`src/rtl/mem_ctrl_pkg.sv`:
```
// Shared types and constants for the MEM-stage multi-cycle access controller.
package mem_ctrl_pkg;

    localparam int unsigned WORD_W              = 32;
    localparam int unsigned DEFAULT_BASE_ADDR   = 1024;
    localparam int unsigned DEFAULT_DEPTH_WORDS = 64;

    typedef enum logic [1:0] {
        IDLE = 2'd0,
        BUSY = 2'd1,
        DONE = 2'd2
    } state_t;

    // Request captured from the EXE/MEM register when the controller accepts it.
    typedef struct packed {
        logic              is_write;
        logic              is_read;
        logic              err;
        logic [WORD_W-1:0] addr;
        logic [WORD_W-1:0] wdata;
    } mem_req_t;

    // Width needed to hold the wait-state count, never less than one bit.
    function automatic int unsigned cnt_width(input int unsigned wait_cycles);
        return (wait_cycles < 1) ? 1 : $clog2(wait_cycles + 1);
    endfunction

endpackage

```
`src/rtl/wait_state_counter.sv`:
```
// Loadable down-counter that paces the BUSY wait states; stops at zero.
module wait_state_counter #(
    parameter int unsigned CNT_W = 2
) (
    input  logic             clk,
    input  logic             rst,
    input  logic             load,
    input  logic             dec,
    input  logic [CNT_W-1:0] load_val,
    output logic [CNT_W-1:0] value,
    output logic             zero
);

    always_ff @(posedge clk) begin
        if (rst) begin
            value <= '0;
        end else if (load) begin
            value <= load_val;
        end else if (dec && (value != '0)) begin
            value <= value - CNT_W'(1);
        end
    end

    assign zero = (value == '0);

endmodule

```
`src/rtl/mem_access_ctrl.sv`:
```
// MEM-stage controller that freezes the pipeline for WAIT_CYCLES wait states and
// issues a single memory access cycle. Optional range/alignment check: MEM_ACCESS_CTRL_ADDR_CHECK_EN.
module mem_access_ctrl
    import mem_ctrl_pkg::*;
#(
    parameter int unsigned BASE_ADDR   = DEFAULT_BASE_ADDR,
    parameter int unsigned DEPTH_WORDS = DEFAULT_DEPTH_WORDS,
    parameter int unsigned WAIT_CYCLES = 3
) (
    input  logic              clk,
    input  logic              rst,
    input  logic              req_read,
    input  logic              req_write,
    input  logic [WORD_W-1:0] req_addr,
    input  logic [WORD_W-1:0] req_wdata,
    output logic              freeze,
    output logic [WORD_W-1:0] rdata,
    output logic              rdata_valid,
    output logic              addr_err,
    output logic              mem_read,
    output logic              mem_write,
    output logic [WORD_W-1:0] mem_address,
    output logic [WORD_W-1:0] mem_data,
    input  logic [WORD_W-1:0] mem_result
);

    localparam int unsigned      CNT_W      = cnt_width(WAIT_CYCLES);
    localparam logic [CNT_W-1:0] CNT_INIT   = CNT_W'(WAIT_CYCLES);
    localparam logic [WORD_W:0]  ADDR_BASE  = (WORD_W + 1)'(BASE_ADDR);
    localparam logic [WORD_W:0]  ADDR_LIMIT = (WORD_W + 1)'(BASE_ADDR) + (WORD_W + 1)'(4 * DEPTH_WORDS);

`ifdef MEM_ACCESS_CTRL_ADDR_CHECK_EN
    localparam bit ADDR_CHECK = 1'b1;
`else
    localparam bit ADDR_CHECK = 1'b0;
`endif

    state_t           state;
    state_t           state_nxt;
    mem_req_t         req_q;
    logic             latch_c;
    logic             access_c;
    logic             cnt_load_c;
    logic             cnt_dec_c;
    logic             mem_read_c;
    logic             mem_write_c;
    logic             addr_bad_c;
    logic [CNT_W-1:0] cnt_value;
    logic             cnt_zero;
    logic [WORD_W:0]  addr_ext;

    wait_state_counter #(
        .CNT_W (CNT_W)
    ) u_wait_cnt (
        .clk      (clk),
        .rst      (rst),
        .load     (cnt_load_c),
        .dec      (cnt_dec_c),
        .load_val (CNT_INIT),
        .value    (cnt_value),
        .zero     (cnt_zero)
    );

    // Out-of-window or misaligned byte address; only honoured with the check enabled.
    assign addr_ext   = {1'b0, req_addr};
    assign addr_bad_c = ADDR_CHECK &&
                        ((addr_ext < ADDR_BASE) || (addr_ext >= ADDR_LIMIT) || (req_addr[1:0] != 2'b00));

    always_ff @(posedge clk) begin
        if (rst) begin
            state <= IDLE;
        end else begin
            state <= state_nxt;
        end
    end

    always_comb begin
        state_nxt   = state;
        freeze      = 1'b0;
        latch_c     = 1'b0;
        access_c    = 1'b0;
        cnt_load_c  = 1'b0;
        cnt_dec_c   = 1'b0;
        mem_read_c  = 1'b0;
        mem_write_c = 1'b0;
        case (state)
            IDLE: begin
                if (req_read || req_write) begin
                    freeze     = 1'b1;
                    latch_c    = 1'b1;
                    cnt_load_c = 1'b1;
                    state_nxt  = BUSY;
                end
            end
            BUSY: begin
                freeze    = 1'b1;
                cnt_dec_c = (cnt_value != '0);
                if (cnt_zero) begin
                    access_c    = 1'b1;
                    mem_write_c = req_q.is_write && !req_q.err;
                    mem_read_c  = req_q.is_read && !req_q.err;
                    state_nxt   = DONE;
                end
            end
            DONE: begin
                state_nxt = IDLE;
            end
            default: begin
                state_nxt = IDLE;
            end
        endcase
    end

    // Request latch, load data capture and the DONE-cycle status pulses.
    always_ff @(posedge clk) begin
        if (rst) begin
            req_q       <= '0;
            rdata       <= '0;
            rdata_valid <= 1'b0;
            addr_err    <= 1'b0;
        end else begin
            rdata_valid <= 1'b0;
            addr_err    <= 1'b0;
            if (latch_c) begin
                req_q.is_write <= req_write;
                req_q.is_read  <= req_read && !req_write;
                req_q.err      <= addr_bad_c;
                req_q.addr     <= req_addr;
                req_q.wdata    <= req_wdata;
            end
            if (access_c) begin
                if (req_q.is_read) begin
                    rdata <= req_q.err ? '0 : mem_result;
                end
                rdata_valid <= req_q.is_read;
                addr_err    <= req_q.err;
            end
        end
    end

    // Strobes are masked by rst so a reset cycle never reaches the memory.
    assign mem_read    = mem_read_c && !rst;
    assign mem_write   = mem_write_c && !rst;
    assign mem_address = req_q.addr;
    assign mem_data    = req_q.wdata;

endmodule
```
`config.mk`:
```
export PLATFORM = sky130hd
export DESIGN_NAME = mem_access_ctrl
export DESIGN_NICKNAME = d
export VERILOG_FILES = /design/src/rtl/mem_ctrl_pkg.sv /design/src/rtl/wait_state_counter.sv /design/src/rtl/mem_access_ctrl.sv
export SDC_FILE = /design/constraint.sdc
export NUM_CORES = 1
export LEC_CHECK = 0
export CORE_MARGIN = 1.5
export CORE_UTILIZATION = 35
export CTS_CLUSTER_SIZE = 14
export DETAILED_ROUTE_END_ITERATION = 8
export PLACE_DENSITY = 0.7
export SLEW_MARGIN = 20
export SYNTH_ARGS = -nofsm -noshare
export SYNTH_HDL_FRONTEND = slang
export SYNTH_SLANG_ARGS = --single-unit
```
`constraint.sdc`:
```
create_clock -name clk -period 1.4 [get_ports clk]
set_input_delay 0.28 -clock clk [delete_from_list [all_inputs] [get_ports clk]]
set_output_delay 0.28 -clock clk [all_outputs]
set_load 0.01 [all_outputs]
```
## After elaboration in Yosys (flattened, before gate mapping)

Cells that the tools add are included.
Widths: inputs -> output; s select.

- Flip-flop bits (word level): 103
- Bits in latches: 0
- Memory bits (writable): 0
- ROM bits: 0
- Memories: 0

- Add/subtract/negate cells: 1
- Multiply operators: 0
- Divide/modulo/power cells: 0
- Order comparisons: 0
- Equal/unequal tests: 3
- Shift operators: 0
- Multiplexer cells: 15
- Bitwise gates (word level): 1
- Reductions and logical operators: 14

Operator list:

| cell | count |
|---|---|
| $mux 1 | 9 |
| $mux 2 | 4 |
| $logic_and 1x1->1 | 4 |
| $logic_not 2->1 | 2 |
| $ne 2x2->1 const B | 2 |
| $pmux 2 s2 | 1 |
| $reduce_and 2->1 | 2 |
| $reduce_bool 2->1 | 2 |
| $eq 2x1->1 const B | 1 |
| $logic_not 1->1 | 2 |
| $pmux 1 s2 | 1 |
| $reduce_or 2->1 | 1 |
| $sub 2x1->2 const B | 1 |
| $logic_or 1x1->1 | 1 |
| $not 1->1 | 1 |

## Longest topological paths before layout

Gate-level depths: netlist (run 1).

- Word-level depth: 5
- Mapped depth: 7
- Depth with buffers taken out: 5

## Modules after synthesis

From an unflattened synthesis (run 1), not the netlist that was laid out.

- Cells, all modules: 523
- Area, all modules: 4,799.6 µm²

By module, submodules not included:

| module | instances | cells an instance | area each (µm²) | sequential area each (µm²) |
|---|---|---|---|---|
| mem_access_ctrl | 1 | 509 | 4,673.2 | 2,021.9 |
| wait_state_counter | 1 | 14 | 126.4 | 40.0 |

## Worst setup path before layout (run 1)

OpenSTA, ideal clock, no wires.

- Path kind: register -> output
- From: reg u_wait_cnt.value[0]
- To: out mem_read
- Data arrival time: 1.090 ns
- Required time: 1.120 ns
- Setup slack: 0.030 ns
- Cell stages (with the launch flop): 6
- Path buffers: 1
- Path through: dfxtp_1 inv_1 ha_1 nand4b_2 buf_2 nor2_1

- Cells in the longest elaborated chain, start to end: 4

RTL lines:

| item | line | text |
|---|---|---|
| start, declared | wait_state_counter.sv:10 | `output logic [CNT_W-1:0] value,` |
| start signal, assigned | wait_state_counter.sv:18 | `value <= load_val;` |
| start signal, assigned | wait_state_counter.sv:20 | `value <= value - CNT_W'(1);` |
| $logic_not 2->1 | wait_state_counter.sv:24 | `assign zero = (value == '0);` |
| $mux 1 | mem_access_ctrl.sv:98 | `if (cnt_zero) begin` |
| $mux 1 | mem_access_ctrl.sv:86 | `case (state)` |
| $logic_and 1x1->1 | mem_access_ctrl.sv:142 | `assign mem_read = mem_read_c && !rst;` |
| end, declared | mem_access_ctrl.sv:20 | `output logic mem_read,` |

No other way between the ends.

## Worst setup path after layout (run 1)

- From: reg u_wait_cnt.value[1]
- To: out mem_read

The elaborated chain is that of the path after synthesis.

==> results of run 1 <==
final timing paths:
| check | endpoint | slack (ps) | cells past startpoint | from |
|---|---|---|---|---|
| min | state[1] | 250 | 3 | rst |
| max | mem_read | -290 | 6 | u_wait_cnt.value[1] |
| min reg2reg | rdata[10] | 460 | 2 | rdata[10] |
| max reg2reg | u_wait_cnt.value[0] | -90 | 7 | u_wait_cnt.value[0] |
timing repair:
action                     4_1_cts  5_1_grt
resized for setup              143      103
buffers inserted                 4        5
pin swaps                       10       16
cloned                           3        9
setup endpoints to repair      185       89
flip-flops by register name, summed over array words and instances, names as in the netlist:
name,count
rdata_valid,1
state,2
req_q,2
mem_address,32
u_wait_cnt.value,2
mem_data,32
rdata,32
per-layer routing:
metal	routed length [um]	GRT usage, %
met1	5606	21.72
met2	6878	33.29
met3	1112	6.695
met4	289	8.560
met5	0	0
stage by stage:
step	worst slack, ps	instance area [um^2]	setup TNS, ps
global placement	-503.8	6046	-25810
finish	-290.1	6944	-1875
CTS	-253.8	6437	-1054
global route	-352.4	6944	-4097
detailed placement	-518.6	6046	-29350
floorplan	29.79	4380	0
Yosys cell counts:
cell type	n
o21ai_1	40
buf_6	7
buf_4	73
o21ai_0	25
nor2_1	5
nand4b_2	1
a221oi_1	1
clkbuf_2	7
conb_1	1
nor4bb_1	1
nand2_1	66
clkbuf_1	10
nand3_1	64
dfxtp_1	103
a21oi_1	100
or2_1	2
xnor2_1	1
nor2_2	2
buf_2	15
and4b_1	1
ha_1	1
a211oi_1	1
and2_1	1
inv_1	3
nor3b_2	1
kinds of logic after synthesis:
family	count (synthesis)
and+or+nand+nor	144
adders and majority gates	1
other	1
xor gates and xnor gates	1
buffers and inverters	115
AOI/OAI and AO/OA	167
DFF	103
layout make-up:
| type | count | area (um^2) | area share, % |
|---|---|---|---|
| clock inverter | 5 | 82.58 | 1.189 |
| timing repair buffer | 238 | 2454 | 35.33 |
| tap | 168 | 210.2 | 3.027 |
| sequential | 103 | 2068 | 29.78 |
| inverter | 3 | 11.26 | 0.1622 |
| multi-input combinational | 315 | 1886 | 27.15 |
| clock buffer | 11 | 232.7 | 3.351 |
critical path: stages (launching register included):
cell and delay (ps):
dfxtp_1 310, inv_2 80, ha_4 140, buf_6 110, nand4b_4 130, nor2_2 140
buf_2 150
power by group:
part	internal, uW	leakage [uW]	total (uW)	switching, uW
Sequential	3150	0.000845	3270	120
Clock	1570	0.000154	2670	1100
Combinational	1020	0.00190	1960	948
Total	5740	0.00290	7900	2170
==> impl_metrics.csv, run 1 <==
group,metric,value,unit
worst_setup_path,critPathRequiredTime,1120,ps
logic_synthesis,yosysUniqueCellTypes,25,
sta,max_freq,0.5917,GHz
sta,worst_slack,-290.1,ps
global_routing,track_usage,19.36,%
worst_setup_path,start_kind,"register",
global_routing,grt_max_degree,103,
sta,finalHoldViolations,0,
detailed_routing,viasPerCell,4.925,
cells_and_area,nNetsFinal,771,
sta,rsz0062_at_grt,"yes",
worst_setup_path,cp_max_fo,3,
logic_synthesis,synth_top_cells_by_area,"dfxtp_1 (47%), buf_4 (13%), a21oi_1 (11%)",
clock_tree,cts_tree,"done",
floorplanning,core-area,0.01211,mm^2
clock_tree,holdBufCountCts,0,
floorplanning,boundaryPins,201,
logic_synthesis,synthSimpleGateAreaFrac,15.20,%
power_and_ir_drop,power_density,1138,mW/mm^2
sta,slew_headroom,40.92,%
cells_and_area,final_cell_count_no_fill,843,
global_routing,gr-total-overflow,0,
logic_synthesis,yosys.area.top_type,"dfxtp_1",
floorplanning,dieHeight,114.9,um
clock_tree,cts.reportedPaths.clkPinSlew,70,ps
logic_synthesis,syn-num-nets,633,
floorplanning,die_area,0.01320,mm^2
power_and_ir_drop,power_leakage,0.002896,uW
placement,place_congestion,0.7289,
cells_and_area,final_cell_mix,"dfxtp_1 (100), dlygate4sd2_1 (99), clkdlybuf4s50_1 (96), a21oi_1 (73), nand3_1 (64)",
cells_and_area,antenna_cells,0,
logic_synthesis,synth_seq_cells,103,
global_routing,grt_pass1_wl,20380,um
detailed_routing,via_count,4152,
logic_synthesis,synth_cells,532,
cells_and_area,fillers,1071,
worst_hold_path,hp-class,"in2reg",
floorplanning,die_w,114.9,um
detailed_routing,drcViolationCount,0,
sta,setup_violations,23,
cells_and_area,synthToLayoutAreaGrowth,58.53,%
detailed_routing,drt_iter0_drc,292,
sta,final_max_slew_viol_count,0,
logic_synthesis,synth_compound_area_share,19.22,%
logic_synthesis,synth_mux_area_share,0,%
logic_synthesis,yosys.area.top_type_share,47.07,%
logic_synthesis,synth_warnings,0,
detailed_routing,drtAntennaViolNets,0,
placement,dpl.hpwl,8097,um
detailed_routing,drtPass1Iterations,4,
clock_tree,htree_levels,3,
logic_synthesis,postSynthAreaPerCell,8.234,um^2
logic_synthesis,syn_area,0.004380,mm^2
logic_synthesis,yosysSeqAreaShare,47.07,%
detailed_routing,wire_per_inst,16.47,um
logic_synthesis,yosys.area_share.adder,0.2856,%
sta,worst_pin_slew,886.2,ps
run,drv_cap,0,
status,status,"complete, but fails checks",
global_routing,first_global_vias,4157,
detailed_routing,wirelength,13890,um
cells_and_area,layout.cells.most_common,"dfxtp_1",
logic_synthesis,synth-xor-area-share,0.1999,%
sta,fin_crit_sh,120.7,%
clock_tree,worstSkewPairLatency,340,ps
clock_tree,cts_buffers,9,
sta,period_needed,1690,ps
cells_and_area,drive_gt1_share,21.48,%
power_and_ir_drop,ir_drop,0.0006564,V
clock_tree,clock_sinks,103,
floorplanning,fp-row-count,40,
sta,fin_skew,7.736,ps
status,violations,"negative setup slack",
worst_setup_path,endpoint_kind,"output pin",
placement,port_buffers,199,
power_and_ir_drop,power,7904,uW
logic_synthesis,synth_top_family_by_area,"compound AO/OA/AOI/OAI gates",
floorplanning,initial_utilization,36.17,%
clock_tree,cts_max_path_buffers,2,
global_routing,antenna_found_initial,0,
worst_setup_path,worstSetupPathType,"reg2out",
clock_tree,root_buffer,"clkbuf_16",
sta,hold_slack,246.3,ps
cells_and_area,postLayoutCoreUtil,57.33,%
worst_setup_path,cp.arrival,1410,ps
placement,dp_cells,806,
(Power assumes the default switching activity.)
==> run 2, diff against run 1 <==
--- a/config.mk
+++ b/config.mk
@@ -7,6 +7,7 @@
 export LEC_CHECK = 0
 export CORE_MARGIN = 1.5
 export CORE_UTILIZATION = 35
+export CTS_BUF_LIST = sky130_fd_sc_hd__clkbuf_8 sky130_fd_sc_hd__clkbuf_16
 export CTS_CLUSTER_SIZE = 14
 export DETAILED_ROUTE_END_ITERATION = 8
 export PLACE_DENSITY = 0.7
@@ -14,3 +15,4 @@
 export SYNTH_ARGS = -nofsm -noshare
 export SYNTH_HDL_FRONTEND = slang
 export SYNTH_SLANG_ARGS = --single-unit
+export TNS_END_PERCENT = 100
==> impl_metrics.csv, run 2 (synthesis gave the netlist of run 1 again) <==
group,metric,value,unit
cells_and_area,multiInputGateArea,0.001893,mm^2
cells_and_area,layout.cells.most_common,"dfxtp_1",
status,status,"complete, but fails checks",
global_routing,grt_max_degree,103,
sta,setup_violations,23,
detailed_routing,via_count,4158,
sta,worst_pin_slew,891.4,ps
sta,max_freq,0.5921,GHz
clock_tree,cts_buffers,9,
power_and_ir_drop,power_leakage,0.002905,uW
power_and_ir_drop,p_int,5723,uW
placement,port_buffers,199,
detailed_routing,drcViolationCount,0,
sta,final_max_slew_viol_count,0,
worst_setup_path,cp_max_fo,3,
status,violations,"negative setup slack",
worst_setup_path,start_kind,"register",
detailed_routing,wirelength,13970,um
cells_and_area,synthToLayoutAreaGrowth,58.70,%
cells_and_area,fillers,1072,
detailed_routing,drtAntennaViolNets,0,
clock_tree,holdBufCountCts,0,
cells_and_area,antenna_cells,0,
sta,period_needed,1689,ps
detailed_routing,drtPass1Iterations,4,
worst_hold_path,hp-class,"in2reg",
placement,dpl.hpwl,8097,um
cells_and_area,nNetsFinal,771,
placement,postPlaceCellArea,0.006046,mm^2
clock_tree,worstSkewPairLatency,340,ps
power_and_ir_drop,p_switching,2181,uW
sta,fin_skew,7.770,ps
placement,place_ws,-518.6,ps
cells_and_area,register_area,0.002068,mm^2
worst_setup_path,cp.arrival,1410,ps
detailed_routing,viasPerCell,4.932,
floorplanning,initial_utilization,36.17,%
clock_tree,cts_tree,"done",
sta,rsz0062_at_grt,"yes",
detailed_routing,wire_per_inst,16.57,um
worst_setup_path,critPathRequiredTime,1120,ps
power_and_ir_drop,p_sw_share,27.59,%
floorplanning,fp-row-count,40,
clock_tree,root_buffer,"clkbuf_16",
sta,worst_slack,-289.0,ps
floorplanning,core-area,0.01211,mm^2
floorplanning,boundaryPins,201,
power_and_ir_drop,p_comb_share,24.9,%
floorplanning,die_w,114.9,um
clock_tree,cts_max_path_buffers,2,
worst_setup_path,worstSetupPathType,"reg2out",
sta,fin_crit_sh,120.6,%
placement,place_congestion,0.7289,
cells_and_area,final_cell_mix,"dfxtp_1 (100), dlygate4sd2_1 (99), clkdlybuf4s50_1 (96), a21oi_1 (72), nand3_1 (64)",
floorplanning,die_area,0.01320,mm^2
global_routing,grt_pass1_wl,20380,um
power_and_ir_drop,ir_drop,0.0006564,V
run,drv_cap,0,
clock_tree,clock_sinks,103,
cells_and_area,fin_area,0.006952,mm^2
cells_and_area,drive_gt1_share,21.78,%
power_and_ir_drop,clkPwrFrac,33.7,%
global_routing,antenna_found_initial,0,
floorplanning,dieHeight,114.9,um
clock_tree,cts.reportedPaths.clkPinSlew,70,ps
sta,finalHoldViolations,0,
sta,slew_headroom,40.57,%
worst_setup_path,endpoint_kind,"output pin",
power_and_ir_drop,power_density,1137,mW/mm^2
detailed_routing,drt_iter0_drc,270,
clock_tree,htree_levels,3,
power_and_ir_drop,power,7903,uW
power_and_ir_drop,power.share.sequential,41.3,%
global_routing,track_usage,19.36,%
global_routing,gr-total-overflow,0,
global_routing,first_global_vias,4157,
==> run 2: cell types whose count changed in the layout (fill, tap and decap cells not counted), sizes merged <==
cell	delta
clkbuf	-2
inv	+2
==> run 2: cell type report <==
type	count	area share, %
clock inverters	7	1.296
clock buffers	9	3.240
well taps	168	3.024
repair buffers	238	35.30
multi-input cells	315	27.23
flip-flops and latches	103	29.75
inverters	3	0.1620
==> run 2: power by group through the flow <==
| stage | registers, uW | logic [uW] | clock network [uW] |
|---|---|---|---|
| 3_3_place_gp | 3300 | 1590 | 0 |
| 3_5_place_dp | 3310 | 1620 | 0 |
| 5_1_grt | 3290 | 2120 | 2860 |
| 6_report | 3270 | 1970 | 2670 |
| 4_1_cts | 3240 | 1590 | 2720 |
| 2_1_floorplan | 3300 | 997 | 0 |
==> run 2: critical path, cell delays in order, from the launching register on <==
cell	delay, ps
dfxtp_1	310
inv_2	80
ha_4	140
buf_6	110
nand4b_4	130
nor2_2	140
buf_2	150
==> run 2: what timing repair did <==
action / in CTS / in global routing
setup buffers: 4 / 5
setup endpoints to repair: 185 / 89
gates cloned: 3 / 9
resized for setup: 143 / 105
pin swaps: 10 / 16
==> run 2: stage by stage <==
stage | hold slack (ps) | utilization, % | instances | setup TNS, ps
floorplan | 376.6 | - | 532 | 0
finish | 247.3 | 57.40 | 843 | -1882
global placement | 434.5 | 49.92 | 806 | -25810
global route | 236.7 | 57.40 | 843 | -4160
CTS | 116.0 | 53.15 | 829 | -1053
detailed placement | 441.2 | 49.92 | 806 | -29350
==> run 2: layer usage <==
metal  track usage (%)  routed length, um  up-vias
li1                  -                  -     2020
met1             21.72               5671     1951
met2             33.29               6878      162
met3             6.695               1109       25
met4             8.560                310        0
met5                 0                  0        -
==> run 2: final timing paths <==
path / start / to / slack [ps] / depth (start not counted)
min: rst / state[1] / 250 / 3
min reg2reg: mem_address[23] / mem_address[23] / 460 / 2
max reg2reg: u_wait_cnt.value[0] / u_wait_cnt.value[0] / -100 / 7
max: u_wait_cnt.value[1] / mem_read / -290 / 6
==> run 3, diff against run 2 <==
--- a/config.mk
+++ b/config.mk
@@ -10,6 +10,7 @@
 export CTS_BUF_LIST = sky130_fd_sc_hd__clkbuf_8 sky130_fd_sc_hd__clkbuf_16
 export CTS_CLUSTER_SIZE = 14
 export DETAILED_ROUTE_END_ITERATION = 8
+export GPL_ROUTABILITY_DRIVEN = 0
 export PLACE_DENSITY = 0.7
 export SLEW_MARGIN = 20
 export SYNTH_ARGS = -nofsm -noshare
==> results of run 3 <==
No change in the layout: final DEF, timing and power equal those of run 2.
